$ cat config.mk
export PLATFORM = sky130hd
export DESIGN_NAME = ysyx_25040105_mem_arbiter
export DESIGN_NICKNAME = d
export VERILOG_FILES = /design/src/rtl/ysyx_25040105_mem_arbiter.sv
export SDC_FILE = /design/constraint.sdc
export NUM_CORES = 1
export LEC_CHECK = 0
export ABC_CLOCK_PERIOD_IN_PS = 2200
export BUFFER_PORTS_ARGS = -buffer_cell sky130_fd_sc_hd__buf_2
export CORE_MARGIN = 3
export CORE_UTILIZATION = 47
export DETAILED_ROUTE_END_ITERATION = 6
export PLACE_DENSITY_LB_ADDON = 0.08
export SLEW_MARGIN = 20
export SYNTH_ARGS = -nofsm -noshare
export SYNTH_HDL_FRONTEND = slang
export SYNTH_SLANG_ARGS = --single-unit
$ cat constraint.sdc
create_clock -name clk -period 2.2 [get_ports clk]
set_input_delay 0.55 -clock clk [delete_from_list [all_inputs] [get_ports clk]]
set_output_delay 0.55 -clock clk [all_outputs]
set_load 0.02 [all_outputs]
$ cat src/rtl/ysyx_25040105_mem_arbiter.sv
// Purpose: arbitrates IFU and LSU requests onto one shared memory port; one transaction in flight at a time.
// Latency: accept -> mem_req_valid next cycle; response pulse one cycle after mem_resp_valid, or err after MAX_WAIT response cycles.
// Backpressure: req_ready only in IDLE for the winner; request fields held stable while mem_req_ready is low.
//
// Ports:
//   clk, rst                 single clock, asynchronous active-low reset
//   ifu_req_* / ifu_r*       IFU read request and response (rvalid single-cycle pulse, rdata/err held)
//   lsu_req_* / lsu_r*       LSU read/write request and response (write acks use lsu_rvalid)
//   mem_req_* / mem_resp_*   shared memory port
//   busy                     high whenever the arbiter is not IDLE
// Build option: define ARB_RR_EN for round-robin arbitration; default is fixed priority, LSU over IFU.
module ysyx_25040105_mem_arbiter #(
    parameter int MAX_WAIT = 255
) (
    input  logic        clk,
    input  logic        rst,

    input  logic        ifu_req_valid,
    output logic        ifu_req_ready,
    input  logic [31:0] ifu_addr,
    output logic        ifu_rvalid,
    output logic [31:0] ifu_rdata,
    output logic        ifu_err,

    input  logic        lsu_req_valid,
    output logic        lsu_req_ready,
    input  logic [31:0] lsu_addr,
    input  logic        lsu_wen,
    input  logic [31:0] lsu_wdata,
    input  logic [3:0]  lsu_wmask,
    output logic        lsu_rvalid,
    output logic [31:0] lsu_rdata,
    output logic        lsu_err,

    output logic        mem_req_valid,
    input  logic        mem_req_ready,
    output logic [31:0] mem_addr,
    output logic        mem_wen,
    output logic [31:0] mem_wdata,
    output logic [3:0]  mem_wmask,
    input  logic        mem_resp_valid,
    input  logic [31:0] mem_rdata,

    output logic        busy
);

    localparam logic [1:0] S_IDLE = 2'd0;
    localparam logic [1:0] S_REQ  = 2'd1;
    localparam logic [1:0] S_RESP = 2'd2;

    localparam logic OWN_IFU = 1'b0;
    localparam logic OWN_LSU = 1'b1;

    // Last cycle in which the counter may still be waiting; reaching it without a response times out.
    localparam logic [7:0] WAIT_LAST = 8'(MAX_WAIT - 1);

    logic [1:0]  state;
    logic        owner;
    logic [7:0]  wait_cnt;

    logic        grant_lsu;
    logic        accept_ifu;
    logic        accept_lsu;
    logic        timeout;
    logic        resp_fire;
    logic [31:0] resp_data;
    logic        resp_err;

`ifdef ARB_RR_EN
    logic        last;

    // On a tie the requester that did not win the previous accept goes first.
    always_comb begin
        grant_lsu = lsu_req_valid && (!ifu_req_valid || (last == OWN_IFU));
    end

    always_ff @(posedge clk or negedge rst) begin
        if (!rst) begin
            last <= OWN_IFU;
        end else if (accept_lsu) begin
            last <= OWN_LSU;
        end else if (accept_ifu) begin
            last <= OWN_IFU;
        end
    end
`else
    always_comb begin
        grant_lsu = lsu_req_valid;
    end
`endif

    assign lsu_req_ready = (state == S_IDLE) && grant_lsu;
    assign ifu_req_ready = (state == S_IDLE) && ifu_req_valid && !grant_lsu;
    assign accept_lsu    = lsu_req_valid && lsu_req_ready;
    assign accept_ifu    = ifu_req_valid && ifu_req_ready;

    // Derived from state so an asynchronous reset drops the request immediately.
    assign mem_req_valid = (state == S_REQ);
    assign busy          = (state != S_IDLE);

    assign timeout   = (state == S_RESP) && !mem_resp_valid && (wait_cnt == WAIT_LAST);
    assign resp_fire = (state == S_RESP) && (mem_resp_valid || timeout);
    assign resp_data = mem_resp_valid ? mem_rdata : 32'h0;
    assign resp_err  = !mem_resp_valid;

    always_ff @(posedge clk or negedge rst) begin
        if (!rst) begin
            state     <= S_IDLE;
            owner     <= OWN_IFU;
            wait_cnt  <= 8'h0;
            mem_addr  <= 32'h0;
            mem_wen   <= 1'b0;
            mem_wdata <= 32'h0;
            mem_wmask <= 4'h0;
        end else begin
            case (state)
                S_IDLE: begin
                    if (accept_lsu) begin
                        mem_addr  <= lsu_addr;
                        mem_wen   <= lsu_wen;
                        mem_wdata <= lsu_wdata;
                        mem_wmask <= lsu_wmask;
                        owner     <= OWN_LSU;
                        state     <= S_REQ;
                    end else if (accept_ifu) begin
                        mem_addr  <= ifu_addr;
                        mem_wen   <= 1'b0;
                        mem_wdata <= 32'h0;
                        mem_wmask <= 4'h0;
                        owner     <= OWN_IFU;
                        state     <= S_REQ;
                    end
                end
                S_REQ: begin
                    if (mem_req_ready) begin
                        wait_cnt <= 8'h0;
                        state    <= S_RESP;
                    end
                end
                S_RESP: begin
                    if (resp_fire) begin
                        state <= S_IDLE;
                    end else begin
                        wait_cnt <= wait_cnt + 8'h1;
                    end
                end
                default: begin
                    state <= S_IDLE;
                end
            endcase
        end
    end

    // Response registers: rvalid is a one-cycle pulse, data/err hold until the next pulse for that requester.
    always_ff @(posedge clk or negedge rst) begin
        if (!rst) begin
            ifu_rvalid <= 1'b0;
            ifu_rdata  <= 32'h0;
            ifu_err    <= 1'b0;
            lsu_rvalid <= 1'b0;
            lsu_rdata  <= 32'h0;
            lsu_err    <= 1'b0;
        end else begin
            ifu_rvalid <= resp_fire && (owner == OWN_IFU);
            lsu_rvalid <= resp_fire && (owner == OWN_LSU);
            if (resp_fire && (owner == OWN_IFU)) begin
                ifu_rdata <= resp_data;
                ifu_err   <= resp_err;
            end
            if (resp_fire && (owner == OWN_LSU)) begin
                lsu_rdata <= resp_data;
                lsu_err   <= resp_err;
            end
        end
    end

endmodule

==> flow_summary.yaml, run 1 <==
finish:
  syn2layout_area_growth_pct: 33.1
  fin_nets: 862
  final_cell_mix: "buf_2 (278), dfrtp_1 (148), a32o_1 (64)"
  design_area_mm2: 0.00800
  multiInputGateArea_mm2: 0.00196
  fillers: 963
  drive_gt1_frac: 0.455
  final_common_cell: "buf_2"
  seq_area_mm2: 0.00370
  fin_util: 0.652
setup_path:
  max_stage_delay_ps: 430
  required_ps: 1650
  reg2reg_slack_ps: 250
  path_max_fanout: 4
  critPathLaunchType: "register"
  critPathSlowestCell: "dfrtp_1"
  cp_cell_sequence: "nor2_2 > and2_2 > buf_2"
  crit_path_end_kind: "output pin"
  critPathKind: "reg2out"
  critPathArrivalTime_ps: 1470
status:
  status: "completed"
route:
  post_drt_wl_per_cell_um: 18.2
  drt-pass1-iter-count: 4
  vias: 4887
  route.detailed.drc: 0
  ant_nets: 0
  drtIter0Drc: 393
  routed_via_density: 5.42
  wirelength_mm: 16.4
sta:
  worst_slew_pin_slew_ps: 950
  grt_setup_unrepaired: "no"
  slew-limit-headroom: 0.365
  fin_crit_sh: 0.918
  slew_violations: 0
  timing.setup.tns_ps: 0
  finalClockSkew_ps: 5.95
  setup-violations-final: 0
  finalCriticalPeriod_ps: 2020
  final-hold-violation-count: 0
  fmax_ghz: 0.495
yosys:
  synth_top_cell_by_area: "dfrtp_1"
  syn_nets: 590
  yosysTopAreaCellShare: 0.617
  synthMuxAreaShare: 0.0533
  ys_seq_area_frac: 0.617
  synth_seq_cells: 148
  synth_area_leaders: "dfrtp_1 (62%), a32o_1 (11%), a22o_1 (5.4%)"
  synth_area_mm2: 0.00601
  synth-xor-area-share: 0
  synthDistinctLibCells: 42
  synth_top_family_by_area: "compound AO/OA/AOI/OAI gates"
  synth-simple-area-share: 0.0510
  synth_fa_ha_area_frac: 0.00417
  synthesis.instances: 449
  yosys_warnings: 0
  syn_area_per_cell_um2: 13.4
  synth_compound_area_frac: 0.217
worst_hold_path:
  holdCritPathClass: "in2async"
floorplanning:
  initial_core_util: 0.490
  coreArea_mm2: 0.0123
  die_w_um: 119
  dieArea_mm2: 0.0142
  die_h_um: 119
  num_io_pins: 280
  rows: 40
global_routing:
  grt_pass1_vias: 5074
  grt_pass1_wl_mm: 26.2
  track_usage: 0.235
  grt_max_degree: 75
  antenna_found_initial: 1
  grt_overflow: 0
clocking:
  hold_buffers: 0
  numCtsBuffers: 17
  cts_num_sinks: 148
  clockRootBuffer: "clkbuf_16"
  clk_latency_ps: 410
  post-cts-setup-buffers: 0
  clk_pin_slew_ps: 50
  cts_resized: 0
  clock_path_buffers: 2
  cts_tree: "built"
  htree_levels: 4
placed_design:
  dpl_cell_area_mm2: 0.00748
  hpwl_mm: 11.8
  place_congestion: 0.806
  io_buffers: 279
power_and_ir_drop:
  powerDensity_mw_per_mm2: 1550
  power_leakage_nw: 4.26
  peakVddDrop_v: 0.000728
job:
  drv_cap: 0
-- final cells by class --
type                    count  area share
clock buffers              24      0.0603
diodes                      2    0.000626
clock inverters             6     0.00376
inverters                  10     0.00469
multi-input cells         250       0.245
well taps                 168      0.0263
repair buffers            294       0.196
flip-flops and latches    148       0.463
-- kinds of logic (layout without fill, tap and decap cells) --
kind of cell,Yosys count,in the layout
and+or+nand+nor,59,59
adders and majority gates,2,2
muxes,32,32
DFF,148,148
AOI/OAI and AO/OA,157,157
buffers and inverters,51,334
other,0,2
-- critical path, delay by kind of cell (launching register included) --
family / cells / cell delay (ps)
flops: 1 / 430
simple gates: 2 / 430
buf+inv: 1 / 190
-- sequential cells by signal, summed over array words and instances (netlist names) --
| register | count |
|---|---|
| wait_cnt | 8 |
| mem_addr | 32 |
| ifu_rdata | 32 |
| lsu_err | 1 |
| mem_wdata | 32 |
| owner | 1 |
| ifu_err | 1 |
| mem_wmask | 4 |
| lsu_rdata | 32 |
| mem_wen | 1 |
| lsu_rvalid | 1 |
| state | 2 |
| ifu_rvalid | 1 |
-- final timing paths --
path	depth (start not counted)	start	endpoint
worst max-delay path	3	state[1]	lsu_req_ready
worst min-delay path	1	rst	ifu_rdata[27]
worst max register to register	6	wait_cnt[0]	lsu_rdata[9]
worst min register to register	1	lsu_rdata[12]	lsu_rdata[12]
max in group asynchronous	2	rst	wait_cnt[4]
min in group clk	3	lsu_addr[25]	mem_addr[25]
-- synthesized netlist by cell type, drive strengths merged --
cell type / count
a211o: 1
a21o: 2
a21oi: 6
a221o: 1
a22o: 37
a31oi: 1
a32o: 64
and2: 4
and2b: 1
and3: 2
and4: 1
buf: 28
clkbuf: 13
dfrtp: 148
ha: 2
inv: 10
mux2i: 32
nand2: 34
nand2b: 1
nand3: 7
nand4: 1
nor2: 4
nor2b: 1
nor3: 1
nor4: 2
o211ai: 1
o21ai: 38
o22a: 1
o22ai: 1
o2bb2ai: 1
o31a: 1
o31ai: 2
-- power by group --
| group | total, mW | internal, mW | switching (mW) |
|---|---|---|---|
| logic | 5.23 | 2.03 | 3.19 |
| registers | 4.61 | 3.92 | 0.695 |
| clock network | 2.52 | 1.50 | 1.02 |
-- metal layers --
metal,vias up,wire (µm),global-route usage
met4,0,367,0.0941
met5,-,0,0
met2,222,8210,0.390
met3,24,1340,0.0741
met1,2378,6530,0.285
li1,2263,-,-
-- stage by stage --
stage	worst slack (ps)	std cells	total power, mW	hold slack [ps]
after global placement	322	870	9.77	469
final	181	902	12.4	92.4
after CTS	47.5	900	12.5	98.8
after floorplan	384	449	7.98	254
after global routing	67.9	901	13.1	118
after detailed placement	262	870	9.92	475
(Power assumes the default switching activity.)
==> inputs of run 2 (changes only) <==
--- a/config.mk
+++ b/config.mk
@@ -5,12 +5,15 @@
 export SDC_FILE = /design/constraint.sdc
 export NUM_CORES = 1
 export LEC_CHECK = 0
-export ABC_CLOCK_PERIOD_IN_PS = 2200
+export ABC_CLOCK_PERIOD_IN_PS = 2100
 export BUFFER_PORTS_ARGS = -buffer_cell sky130_fd_sc_hd__buf_2
+export CELL_PAD_IN_SITES_DETAIL_PLACEMENT = 0
+export CELL_PAD_IN_SITES_GLOBAL_PLACEMENT = 1
 export CORE_MARGIN = 3
-export CORE_UTILIZATION = 47
+export CORE_UTILIZATION = 36
 export DETAILED_ROUTE_END_ITERATION = 6
 export PLACE_DENSITY_LB_ADDON = 0.08
+export SETUP_SLACK_MARGIN = 0.15
 export SLEW_MARGIN = 20
 export SYNTH_ARGS = -nofsm -noshare
 export SYNTH_HDL_FRONTEND = slang
==> constraint.sdc (replaced) <==
create_clock -name clk -period 2.1 [get_ports clk]
set_input_delay 0.525 -clock clk [delete_from_list [all_inputs] [get_ports clk]]
set_output_delay 0.525 -clock clk [all_outputs]
set_load 0.02 [all_outputs]
==> run 2 against run 1 <==
Clock skew is essentially flat. Combinational power rose by 7.1%. Cell area rose by 2.8%. Worst setup slack lost 1.6 ps. Via count grew 0.31%. Largest power group unchanged. First-iteration DRC count down 33%.
==> flow_summary.yaml, run 2 (synthesized netlist as in run 1, its figures left out) <==
sta:
  fin_crit_sh: 0.914
  setup-violations-final: 0
  finalCriticalPeriod_ps: 1920
  worst_slew_pin_slew_ps: 855
  slew_violations: 0
  fmax_ghz: 0.521
  slew-limit-headroom: 0.430
  timing.setup.tns_ps: 0
  grt_setup_unrepaired: "yes"
  final-hold-violation-count: 0
  finalClockSkew_ps: 6.23
floorplanning:
  coreArea_mm2: 0.0161
  rows: 46
  initial_core_util: 0.373
  dieArea_mm2: 0.0183
  die_h_um: 135
  die_w_um: 135
  num_io_pins: 280
finish:
  syn2layout_area_growth_pct: 36.8
  fin_nets: 871
  drive_gt1_frac: 0.475
  final_common_cell: "buf_2"
  n_antenna_cell: 0
  final_cell_mix: "buf_2 (276), dfrtp_1 (146), a32o_1 (63)"
route:
  ant_nets: 0
  route.detailed.drc: 0
  wirelength_mm: 17.9
  routed_via_density: 5.11
  drtIter0Drc: 263
  vias: 4902
  post_drt_wl_per_cell_um: 18.7
  drt-pass1-iter-count: 4
setup_path:
  critPathArrivalTime_ps: 2220
  critPathLaunchType: "register"
  required_ps: 2390
  critPathKind: "reg2reg"
  crit_path_end_kind: "register"
  path_max_fanout: 16
clocking:
  clockRootBuffer: "clkbuf_16"
  clk_latency_ps: 420
  cts_num_sinks: 148
  numCtsBuffers: 17
  clock_path_buffers: 2
  cts_tree: "built"
  htree_levels: 4
  clk_pin_slew_ps: 60
global_routing:
  track_usage: 0.189
  grt_pass1_vias: 4944
  grt_max_degree: 67
  antenna_found_initial: 3
  grt_pass1_wl_mm: 27.0
  grt_overflow: 0
placed_design:
  hpwl_mm: 12.4
  io_buffers: 279
  place_congestion: 0.795
job:
  drv_cap: 0
power_and_ir_drop:
  peakVddDrop_v: 0.000594
  power_leakage_nw: 4.31
  powerDensity_mw_per_mm2: 1630
  p_total_mw: 13.4
status:
  status: "completed"
worst_hold_path:
  holdCritPathClass: "in2async"
run 2: per-layer routing:
metal	vias to the layer above	wire length, µm	GRT usage	part of all wire
met5	-	28	0	0.0016
met2	215	8500	0.293	0.47
met1	2374	7340	0.244	0.41
met4	6	339	0.0622	0.019
met3	28	1700	0.0736	0.095
li1	2279	-	-	-
run 2: critical path: stages, from the launching register on:
cell and delay (ps):
dfrtp_2 450, inv_2 80, ha_4 130, nand3_4 80
nor3_4 390, o21ai_2 360, a32o_1 300
run 2: report_power, final:
| part | internal [mW] | switching [mW] |
|---|---|---|
| Sequential | 4.10 | 0.735 |
| Clock | 1.72 | 1.22 |
| Combinational | 2.20 | 3.40 |
run 2: layout make-up:
cell class / instances / area [µm²]
well taps: 216 / 270
clock buffers: 20 / 457
flip-flops and latches: 148 / 3710
fillers: 1534 / 7900
repair buffers: 301 / 1610
clock inverters: 12 / 123
inverters: 10 / 37.5
multi-input cells: 252 / 2010
run 2: through the flow:
stage / hold slack, ps / std cells / utilization / instance area [µm²] / setup slack [ps]
after global routing: 74.0 / 959 / 0.510 / 8220 / 83.7
after floorplan: 229 / 449 / - / 6010 / 309
after CTS: 60.9 / 954 / 0.505 / 8140 / 106
final: 62.0 / 959 / 0.510 / 8220 / 180
after detailed placement: 476 / 919 / 0.467 / 7530 / 114
after global placement: 469 / 919 / 0.467 / 7530 / 127
run 2: path summary, 6_finish.rpt:
kind | depth (start not counted) | from | end | slack (ps)
max | 6 | wait_cnt[0] | lsu_rdata[30] | 180
min | 1 | rst | ifu_rvalid | 60
max reg2reg | 6 | wait_cnt[0] | lsu_rdata[30] | 180
min reg2reg | 1 | lsu_rdata[9] | lsu_rdata[9] | 490
max in group asynchronous | 2 | rst | wait_cnt[0] | 1430
min in group clk | 3 | lsu_addr[4] | mem_addr[4] | 310
run 2: repair_timing:
| action | in CTS | in global routing |
|---|---|---|
| setup buffers | 3 | 3 |
| hold buffers | 0 | 0 |
| endpoints found under the setup margin | 69 | 68 |
| gates cloned | 0 | 2 |
| resized for setup | 4 | 9 |
| pin swaps | 2 | 5 |
